[config.mk]
export PLATFORM = sky130hd
export DESIGN_NAME = sequenced_datapath_flat
export DESIGN_NICKNAME = d
export VERILOG_FILES = /design/src/rtl/sequenced_datapath_if.sv /design/src/rtl/sequenced_datapath.sv /design/src/flat_wrapper.sv
export SDC_FILE = /design/constraint.sdc
export NUM_CORES = 1
export LEC_CHECK = 0
export CORE_ASPECT_RATIO = 1.75
export CORE_MARGIN = 2
export CORE_UTILIZATION = 30
export CTS_CLUSTER_DIAMETER = 120
export DETAILED_ROUTE_END_ITERATION = 8
export GPL_TIMING_DRIVEN = 0
export PLACE_DENSITY = 0.47
export SYNTH_ARGS = -nofsm -noshare
export SYNTH_HDL_FRONTEND = slang
export SYNTH_SLANG_ARGS = --single-unit
export TNS_END_PERCENT = 5
[constraint.sdc]
create_clock -name clk -period 3.89 [get_ports clk]
set_clock_uncertainty 0.05 [all_clocks]
set_input_delay 0.778 -clock clk [delete_from_list [all_inputs] [get_ports clk]]
set_output_delay 0.778 -clock clk [all_outputs]
set_load 0.05 [all_outputs]
[src/rtl/sequenced_datapath_if.sv]
// Word-addressed memory bus between the sequenced datapath (master) and its memory (slave).
// A transaction is held on the bus from mem_req until the cycle that carries mem_ack.
interface sequenced_datapath_if #(
  parameter int unsigned WIDTH = 16
);
  logic             mem_req;
  logic             mem_we;
  logic [WIDTH-1:0] mem_addr;
  logic [WIDTH-1:0] mem_wdata;
  logic [WIDTH-1:0] mem_rdata;
  logic             mem_ack;

  modport master (
    output mem_req, mem_we, mem_addr, mem_wdata,
    input  mem_rdata, mem_ack
  );

  modport slave (
    input  mem_req, mem_we, mem_addr, mem_wdata,
    output mem_rdata, mem_ack
  );
endinterface

[src/rtl/sequenced_datapath.sv]
// Multi-cycle 16-bit-instruction datapath: FETCH/DECODE/EXEC/MEM/WB sequencer with a
// register file, {C,N,Z} flags and a single shared memory bus.
module sequenced_datapath #(
  parameter int unsigned      WIDTH    = 16,
  parameter int unsigned      REGBITS  = 4,
  parameter logic [WIDTH-1:0] PC_RESET = '0
) (
  input  logic                 clk,
  input  logic                 reset,
  sequenced_datapath_if.master bus,
  output logic [WIDTH-1:0]     pc_out,
  output logic [2:0]           psr_out,
  output logic                 halted
);
  localparam int unsigned NREGS = 2 ** REGBITS;

  localparam logic [3:0] OP_ADD  = 4'h0;
  localparam logic [3:0] OP_SUB  = 4'h1;
  localparam logic [3:0] OP_AND  = 4'h2;
  localparam logic [3:0] OP_OR   = 4'h3;
  localparam logic [3:0] OP_XOR  = 4'h4;
  localparam logic [3:0] OP_ADDI = 4'h5;
  localparam logic [3:0] OP_MOVI = 4'h6;
  localparam logic [3:0] OP_SHI  = 4'h7;
  localparam logic [3:0] OP_LOAD = 4'h8;
  localparam logic [3:0] OP_STOR = 4'h9;
  localparam logic [3:0] OP_BEQ  = 4'hA;
  localparam logic [3:0] OP_JAL  = 4'hB;
  localparam logic [3:0] OP_CMP  = 4'hC;
  localparam logic [3:0] OP_NOPD = 4'hD;
  localparam logic [3:0] OP_NOPE = 4'hE;
  localparam logic [3:0] OP_HALT = 4'hF;

  typedef enum logic [2:0] {FETCH, DECODE, EXEC, MEM, WB, HALT} stateT;

  stateT              state, nextState;
  logic [15:0]        instr;
  logic [WIDTH-1:0]   pc, pcNext;
  logic [WIDTH-1:0]   regFile [NREGS];
  logic [WIDTH-1:0]   opA, opB, result;
  logic [2:0]         psr;

  logic [3:0]         op;
  logic [REGBITS-1:0] rdIdx, rsIdx;
  logic [WIDTH-1:0]   immS, immZ;
  logic [WIDTH:0]     addSum;
  logic [WIDTH-1:0]   aluResult;
  logic               aluCarry, setFlags;
  logic               memReqNext, memWeNext;
  logic [WIDTH-1:0]   memAddrNext, memWdataNext;

  assign op      = instr[15:12];
  assign rdIdx   = instr[8 +: REGBITS];
  assign rsIdx   = instr[0 +: REGBITS];
  assign immS    = {{(WIDTH - 8){instr[7]}}, instr[7:0]};
  assign immZ    = {{(WIDTH - 8){1'b0}}, instr[7:0]};
  assign pc_out  = pc;
  assign psr_out = psr;

  // Sequencing, ALU and next bus values; bus outputs are registered from the next state.
  always_comb begin
    nextState    = state;
    pcNext       = pc;
    aluResult    = opA;
    aluCarry     = psr[2];
    setFlags     = 1'b0;
    addSum       = {1'b0, opA} + {1'b0, (op == OP_ADDI) ? immS : opB};
    memReqNext   = 1'b0;
    memWeNext    = 1'b0;
    memAddrNext  = bus.mem_addr;
    memWdataNext = bus.mem_wdata;

    case (state)
      FETCH: begin
        if (bus.mem_req && bus.mem_ack) begin
          nextState = DECODE;
          pcNext    = pc + WIDTH'(1);
        end
      end
      DECODE: begin
        case (op)
          OP_LOAD, OP_STOR: nextState = MEM;
          OP_HALT:          nextState = HALT;
          OP_NOPD, OP_NOPE: nextState = FETCH;
          default:          nextState = EXEC;
        endcase
      end
      EXEC: begin
        nextState = WB;
        case (op)
          OP_ADD, OP_ADDI: begin
            aluResult = addSum[WIDTH-1:0];
            aluCarry  = addSum[WIDTH];
            setFlags  = 1'b1;
          end
          OP_SUB, OP_CMP: begin
            aluResult = opA - opB;
            aluCarry  = (opA < opB);
            setFlags  = 1'b1;
            if (op == OP_CMP) nextState = FETCH;
          end
          OP_AND: begin aluResult = opA & opB; setFlags = 1'b1; end
          OP_OR:  begin aluResult = opA | opB; setFlags = 1'b1; end
          OP_XOR: begin aluResult = opA ^ opB; setFlags = 1'b1; end
          OP_MOVI: aluResult = immZ;
          OP_SHI: begin
            aluResult = instr[4] ? (opA >> instr[3:0]) : (opA << instr[3:0]);
            setFlags  = 1'b1;
          end
          OP_JAL: begin
            // pc already points past the JAL; opB holds rs as read before any write-back
            aluResult = pc;
            pcNext    = opB;
          end
          OP_BEQ: begin
            if (psr[0]) pcNext = pc + immS;
            nextState = FETCH;
          end
          default: nextState = FETCH;
        endcase
      end
      MEM: begin
        if (bus.mem_ack) nextState = (op == OP_LOAD) ? WB : FETCH;
      end
      WB:      nextState = FETCH;
      HALT:    nextState = HALT;
      default: nextState = FETCH;
    endcase

    case (nextState)
      FETCH: begin
        memReqNext  = 1'b1;
        memAddrNext = pcNext;
      end
      MEM: begin
        memReqNext = 1'b1;
        if (state == DECODE) begin
          memWeNext    = (op == OP_STOR);
          memAddrNext  = regFile[rsIdx];
          memWdataNext = regFile[rdIdx];
        end else begin
          memWeNext = bus.mem_we;
        end
      end
      default: ;
    endcase
  end

  // State, architectural registers and registered bus outputs.
  always_ff @(posedge clk) begin
    if (reset) begin
      state         <= FETCH;
      pc            <= PC_RESET;
      instr         <= '0;
      opA           <= '0;
      opB           <= '0;
      result        <= '0;
      psr           <= '0;
      halted        <= 1'b0;
      bus.mem_req   <= 1'b0;
      bus.mem_we    <= 1'b0;
      bus.mem_addr  <= '0;
      bus.mem_wdata <= '0;
      for (int i = 0; i < int'(NREGS); i++) regFile[i] <= '0;
    end else begin
      state         <= nextState;
      pc            <= pcNext;
      halted        <= (nextState == HALT);
      bus.mem_req   <= memReqNext;
      bus.mem_we    <= memWeNext;
      bus.mem_addr  <= memAddrNext;
      bus.mem_wdata <= memWdataNext;
      case (state)
        FETCH:  if (bus.mem_req && bus.mem_ack) instr <= bus.mem_rdata[15:0];
        DECODE: begin
          opA <= regFile[rdIdx];
          opB <= regFile[rsIdx];
        end
        EXEC: begin
          result <= aluResult;
          if (setFlags) psr <= {aluCarry, aluResult[WIDTH-1], (aluResult == '0)};
        end
        MEM:     if (bus.mem_ack && op == OP_LOAD) result <= bus.mem_rdata;
        WB:      regFile[rdIdx] <= result;
        default: ;
      endcase
    end
  end
endmodule

[src/flat_wrapper.sv]
// flat-port wrapper written by rule: the top's interface ports become plain ports
module sequenced_datapath_flat 
#(
  parameter int unsigned      WIDTH    = 16,
  parameter int unsigned      REGBITS  = 4,
  parameter logic [WIDTH-1:0] PC_RESET = '0
)
  (clk, reset, pc_out, psr_out, halted, bus_mem_req, bus_mem_we, bus_mem_addr, bus_mem_wdata, bus_mem_rdata, bus_mem_ack);
  sequenced_datapath_if #(.WIDTH(WIDTH)) bus_i ();
  input  logic clk;
  input  logic reset;
  output logic [WIDTH-1:0] pc_out;
  output logic [2:0] psr_out;
  output logic halted;
  output wire logic [$bits(bus_i.mem_req)-1:0] bus_mem_req;
  output wire logic [$bits(bus_i.mem_we)-1:0] bus_mem_we;
  output wire logic [$bits(bus_i.mem_addr)-1:0] bus_mem_addr;
  output wire logic [$bits(bus_i.mem_wdata)-1:0] bus_mem_wdata;
  input wire logic [$bits(bus_i.mem_rdata)-1:0] bus_mem_rdata;
  input wire logic [$bits(bus_i.mem_ack)-1:0] bus_mem_ack;
  assign bus_mem_req = bus_i.mem_req;
  assign bus_mem_we = bus_i.mem_we;
  assign bus_mem_addr = bus_i.mem_addr;
  assign bus_mem_wdata = bus_i.mem_wdata;
  assign bus_i.mem_rdata = bus_mem_rdata;
  assign bus_i.mem_ack = bus_mem_ack;
  sequenced_datapath #(.WIDTH(WIDTH), .REGBITS(REGBITS), .PC_RESET(PC_RESET)) u_core (.clk(clk), .reset(reset), .bus(bus_i), .pc_out(pc_out), .psr_out(psr_out), .halted(halted));
endmodule
==> metrics list <==
* Worst r2r src: u_core.opA[12]
- IO Count: 73
- The final number of max-transition violations was 0.
- The number of antenna diodes in the final layout is 0.
* Worst setup SP type: flop
- Gate count after technology mapping: 2,292
- Number of vias per cell after detailed routing: 5.70
* Layout Utilization: 35.8%
* Async set-reset flop share out of synthesis: 0%
- Crit path kind: flop to flop
- Number of nets in the synthesized netlist: 2,398
- The total overflow left after global routing is 0.
* Unrepaired setup endpoints after global routing: yes
* Peak ir drop on the vdd network: 0.232 mV
* DRC marker count from the first detailed-route iteration: 1,657
* Worst R2R End: u_core.psr_out[0]
- The min-delay analysis places its worst path in the category flop to flop.
* Crit Path Max Fanout: 10
* Post-route clock period utilization: 105%
- Violated checks: setup timing
- In this run the number of cells on the critical path is 11.
- Slowest stage cell on the critical path: sky130_fd_sc_hd__dfxtp_1
- Worst min-delay path endpoint: u_core.bus.mem_wdata[5]
- Worst hold-check slack: 0.419 ns
- Number of clock buffers inserted by TritonCTS: 36
- The floorplan has 138 rows.
* Largest net degree at the start of global routing: 17
- In the synthesized netlist the dominant register cell turns out to be sky130_fd_sc_hd__edfxtp_1.
- Number of clock sinks seen by CTS: 385
- Measured in cells, the most critical reg-to-reg path has a length of 11.
- Data on the critical path is required at its endpoint by 4.34 ns.
- From bottom edge to top edge, the die measures 383 um.
* Worst hold path depth: 2
- Total Neg Setup Slack: -0.534 ns
- For this configuration, the core starts out at a cell density of 30.4%.
- Number of global-route vias before repair: 20,700
* CP arrival: 4.54 ns
* Total number of vias: 20,100
- For this run, the number of Yosys warnings is 0.
- Share of post-route cells with drive strength above 1: 19.4%
- Counting flops and latches in the post-synthesis netlist gives 385.
- Maximum buffer depth of the clock tree: 3
* Number of antenna-violating nets in the routed design: 0
- From left edge to right edge, the die measures 220 um.
* Post-detailed-routing wire length: 116,000 um
- Sort of element at the end of the critical path: flop
- Setup slack, reg-to-reg: -0.20 ns
* Clock root buffer: sky130_fd_sc_hd__clkbuf_16
- Source-to-sink clock delay at the later pin of the worst-skew pair: 0.56 ns
- Sequence of cells on the critical path: buf_2 -> inv_1 -> ha_1 -> a32o_1 -> o21a_1 -> a2111oi_2 -> and4bb_2 -> o31ai_4 -> a2111oi_4 -> nand4_1 -> o21ai_1
- CTS built an H-tree with a depth of 2.
- Yosys mapped a number of flops with a built-in enable equal to 256.
- Number of violations of the max-capacitance limit: 0
- Lkg Pwr: 9.92 nW
- Initial antenna violation count: 1
- After detailed routing, the number of remaining DRC violations is 0.
* Avg WL per Cell: 32.7 um
* Net count, final: 2,560
- Area growth, synth to finish: 17.9%
* Filler Cells Inserted: 8,061
- The synthesized netlist contains 88 unique library cells.
- Floorplan die area: 84,400 sq um
- Detailed placement ended at an HPWL of 94,800 um.
- Area of the core: 81,000 sq um
- TritonCTS built the clock tree.
- Total placed cells including tap cells: 3,427
* Final critical-path required period: 4.09 ns
- GR Util All Layers: 27.3%
- The final number of hold-violating endpoints was 0.
- The congestion estimate from routability-driven global placement came to 0.983.
- Setup violations remaining at the end of the flow were counted as 6.
- Pwr/cell area: 338 nW/um^2
* Clock Pin Slew Worst Setup and Hold Paths: 0.08 ns
* Combined buffer and inverter count along the critical path: 2
- Least-Margin Pin Slew: 1.38 ns
* Number of I/O port buffers: 72
- Final Instance Count excl. Fillers: 3,529
- The worst hold path begins at u_core.bus.mem_wdata[5].
- The cell family contributing the most delay on the critical path is compound AO/OA/AOI/OAI gates.
- Once routing completed, OpenROAD measured the worst setup slack at -0.197 ns.
- The flow ran to the end, but the final reports show violations.
* Mean area per synthesized cell: 10.7 sq um
- Crit path largest cell delay: 0.67 ns
* Global-route wire length before repair: 159,000 um
* Number of iterations in the first detailed-routing pass: 5
* Sequential cell area fraction in the yosys report: 41.8%
* Netlist Area Pre-Place: 24,600 sq um
* Slew margin rel.: 7.84%
- Achievable frequency: 245 MHz
synthesized netlist by cell type (11+ instances only):
cell,instances,area share (%)
sky130_fd_sc_hd__a211o_1,11,0.39
sky130_fd_sc_hd__a211oi_1,22,0.67
sky130_fd_sc_hd__a21oi_1,128,2.6
sky130_fd_sc_hd__a22oi_1,14,0.43
sky130_fd_sc_hd__a311oi_1,16,0.57
sky130_fd_sc_hd__a31oi_1,18,0.46
sky130_fd_sc_hd__and2_1,268,6.8
sky130_fd_sc_hd__and3_1,18,0.46
sky130_fd_sc_hd__buf_1,19,0.29
sky130_fd_sc_hd__buf_2,43,0.87
sky130_fd_sc_hd__clkbuf_1,116,1.8
sky130_fd_sc_hd__dfxtp_1,129,10
sky130_fd_sc_hd__edfxtp_1,256,31
sky130_fd_sc_hd__ha_1,84,4.3
sky130_fd_sc_hd__inv_1,63,0.96
sky130_fd_sc_hd__mux2i_1,33,1.3
sky130_fd_sc_hd__mux4_2,175,16
sky130_fd_sc_hd__nand2_1,258,3.9
sky130_fd_sc_hd__nand2b_1,12,0.31
sky130_fd_sc_hd__nand3_1,42,0.85
sky130_fd_sc_hd__nand3b_1,11,0.34
sky130_fd_sc_hd__nand4_1,16,0.41
sky130_fd_sc_hd__nor2_1,132,2.0
sky130_fd_sc_hd__nor2b_1,12,0.31
sky130_fd_sc_hd__nor3_1,36,0.73
sky130_fd_sc_hd__nor4_1,11,0.28
sky130_fd_sc_hd__o211ai_1,24,0.73
sky130_fd_sc_hd__o21a_1,17,0.52
sky130_fd_sc_hd__o21ai_0,83,1.7
sky130_fd_sc_hd__o21bai_1,13,0.40
sky130_fd_sc_hd__or3_1,12,0.31
sky130_fd_sc_hd__xnor2_1,17,0.61
worst max path at each step:
stage | start | slack, ns | endpoint
4_1_cts | u_core.instr[12] | -0.24 | u_core.psr_out[0]
2_1_floorplan | u_core.instr[12] | 0.03 | u_core.psr_out[0]
3_3_place_gp | u_core.instr[13] | -1.90 | u_core.result[2]
3_5_place_dp | u_core.instr[12] | -1.88 | u_core.result[2]
6_report | u_core.opA[12] | -0.20 | u_core.psr_out[0]
5_1_grt | u_core.instr[13] | -0.17 | u_core.result[15]
through the flow:
stage                     instance area, sq um  power (mW)  worst slack (ns)
after floorplan                          24600        5.59            0.0305
after global placement                   26600        6.27             -1.90
after detailed placement                 26900        6.30             -1.88
after CTS                                28600        9.80            -0.236
after global routing                     29000        10.0            -0.169
final                                    29000        9.79            -0.197
kinds of logic (layout without fill, tap and decap cells):
| group | count (synthesis) | in the layout | share of synthesized area [%] |
|---|---|---|---|
| and+or+nand+nor | 866 | 866 | 18.0 |
| DFF | 385 | 385 | 41.8 |
| xor gates and xnor gates | 23 | 23 | 0.819 |
| muxes | 219 | 219 | 17.9 |
| adders and majority gates | 87 | 87 | 4.52 |
| buffers and inverters | 250 | 437 | 4.17 |
| AOI/OAI and AO/OA | 462 | 462 | 12.8 |
layout make-up:
cell class,count,area [sq um],share of cell area [%]
clock inverter,13,82.6,0.285
clock buffer,50,1010,3.47
multi-input combinational,1657,13900,47.8
tap,1050,1310,4.53
buffer,178,922,3.18
inverter,66,256,0.884
timing repair buffer,130,1270,4.39
sequential,385,10300,35.5
flip-flops by register name (all words and copies together), names as in the netlist, 3 cells and up, named ones only:
register / flops
u_core.bus.mem_addr: 16
u_core.bus.mem_wdata: 16
u_core.instr: 16
u_core.opA: 16
u_core.opB: 16
u_core.pc_out: 16
u_core.psr_out: 3
u_core.regFile: 256
u_core.result: 16
u_core.state: 3
metal layers:
metal  GRT usage (%)  vias to the layer above  routed length [um]
met1            26.0                    10200               36700
met5               0                        -                   0
met4            22.2                        0               11700
met2            52.3                      757               63100
li1                -                     8909                   -
met3            2.20                      307                4000
worst register-to-register path: stages, from the launching register on:
cell	delay (ns)
sky130_fd_sc_hd__dfxtp_1	0.67
sky130_fd_sc_hd__buf_2	0.36
sky130_fd_sc_hd__inv_1	0.27
sky130_fd_sc_hd__ha_1	0.48
sky130_fd_sc_hd__a32o_1	0.26
sky130_fd_sc_hd__o21a_1	0.20
sky130_fd_sc_hd__a2111oi_2	0.45
sky130_fd_sc_hd__and4bb_2	0.39
sky130_fd_sc_hd__o31ai_4	0.11
sky130_fd_sc_hd__a2111oi_4	0.33
sky130_fd_sc_hd__nand4_1	0.28
sky130_fd_sc_hd__o21ai_1	0.19
repair_timing:
item	CTS	global route
pin swaps	36	38
resized for setup	117	69
buffers inserted	21	23
setup endpoints to repair	23	80
gates cloned	1	0
hold buffers	0	0
endpoints found under the hold margin	0	0
layout by cell type, fill, tap and decap left out, types with 24 or more instances in the layout:
| master | instances |
|---|---|
| sky130_fd_sc_hd__inv_1 | 61 |
| sky130_fd_sc_hd__ha_1 | 76 |
| sky130_fd_sc_hd__mux2i_1 | 33 |
| sky130_fd_sc_hd__dfxtp_1 | 117 |
| sky130_fd_sc_hd__and2_1 | 268 |
| sky130_fd_sc_hd__nor2_1 | 130 |
| sky130_fd_sc_hd__edfxtp_1 | 256 |
| sky130_fd_sc_hd__mux4_2 | 175 |
| sky130_fd_sc_hd__nor3_1 | 29 |
| sky130_fd_sc_hd__clkbuf_16 | 40 |
| sky130_fd_sc_hd__nand3_1 | 39 |
| sky130_fd_sc_hd__a21oi_1 | 122 |
| sky130_fd_sc_hd__clkdlybuf4s50_1 | 72 |
| sky130_fd_sc_hd__clkbuf_1 | 109 |
| sky130_fd_sc_hd__buf_4 | 45 |
| sky130_fd_sc_hd__o211ai_1 | 24 |
| sky130_fd_sc_hd__o21ai_0 | 63 |
| sky130_fd_sc_hd__nand2_1 | 254 |
| sky130_fd_sc_hd__buf_2 | 36 |
power breakdown:
group	switching [mW]	internal [mW]
Sequential	0.145	4.48
Combinational	1.08	0.623
Clock	1.64	1.83
Power figures use the tool's default switching activity.
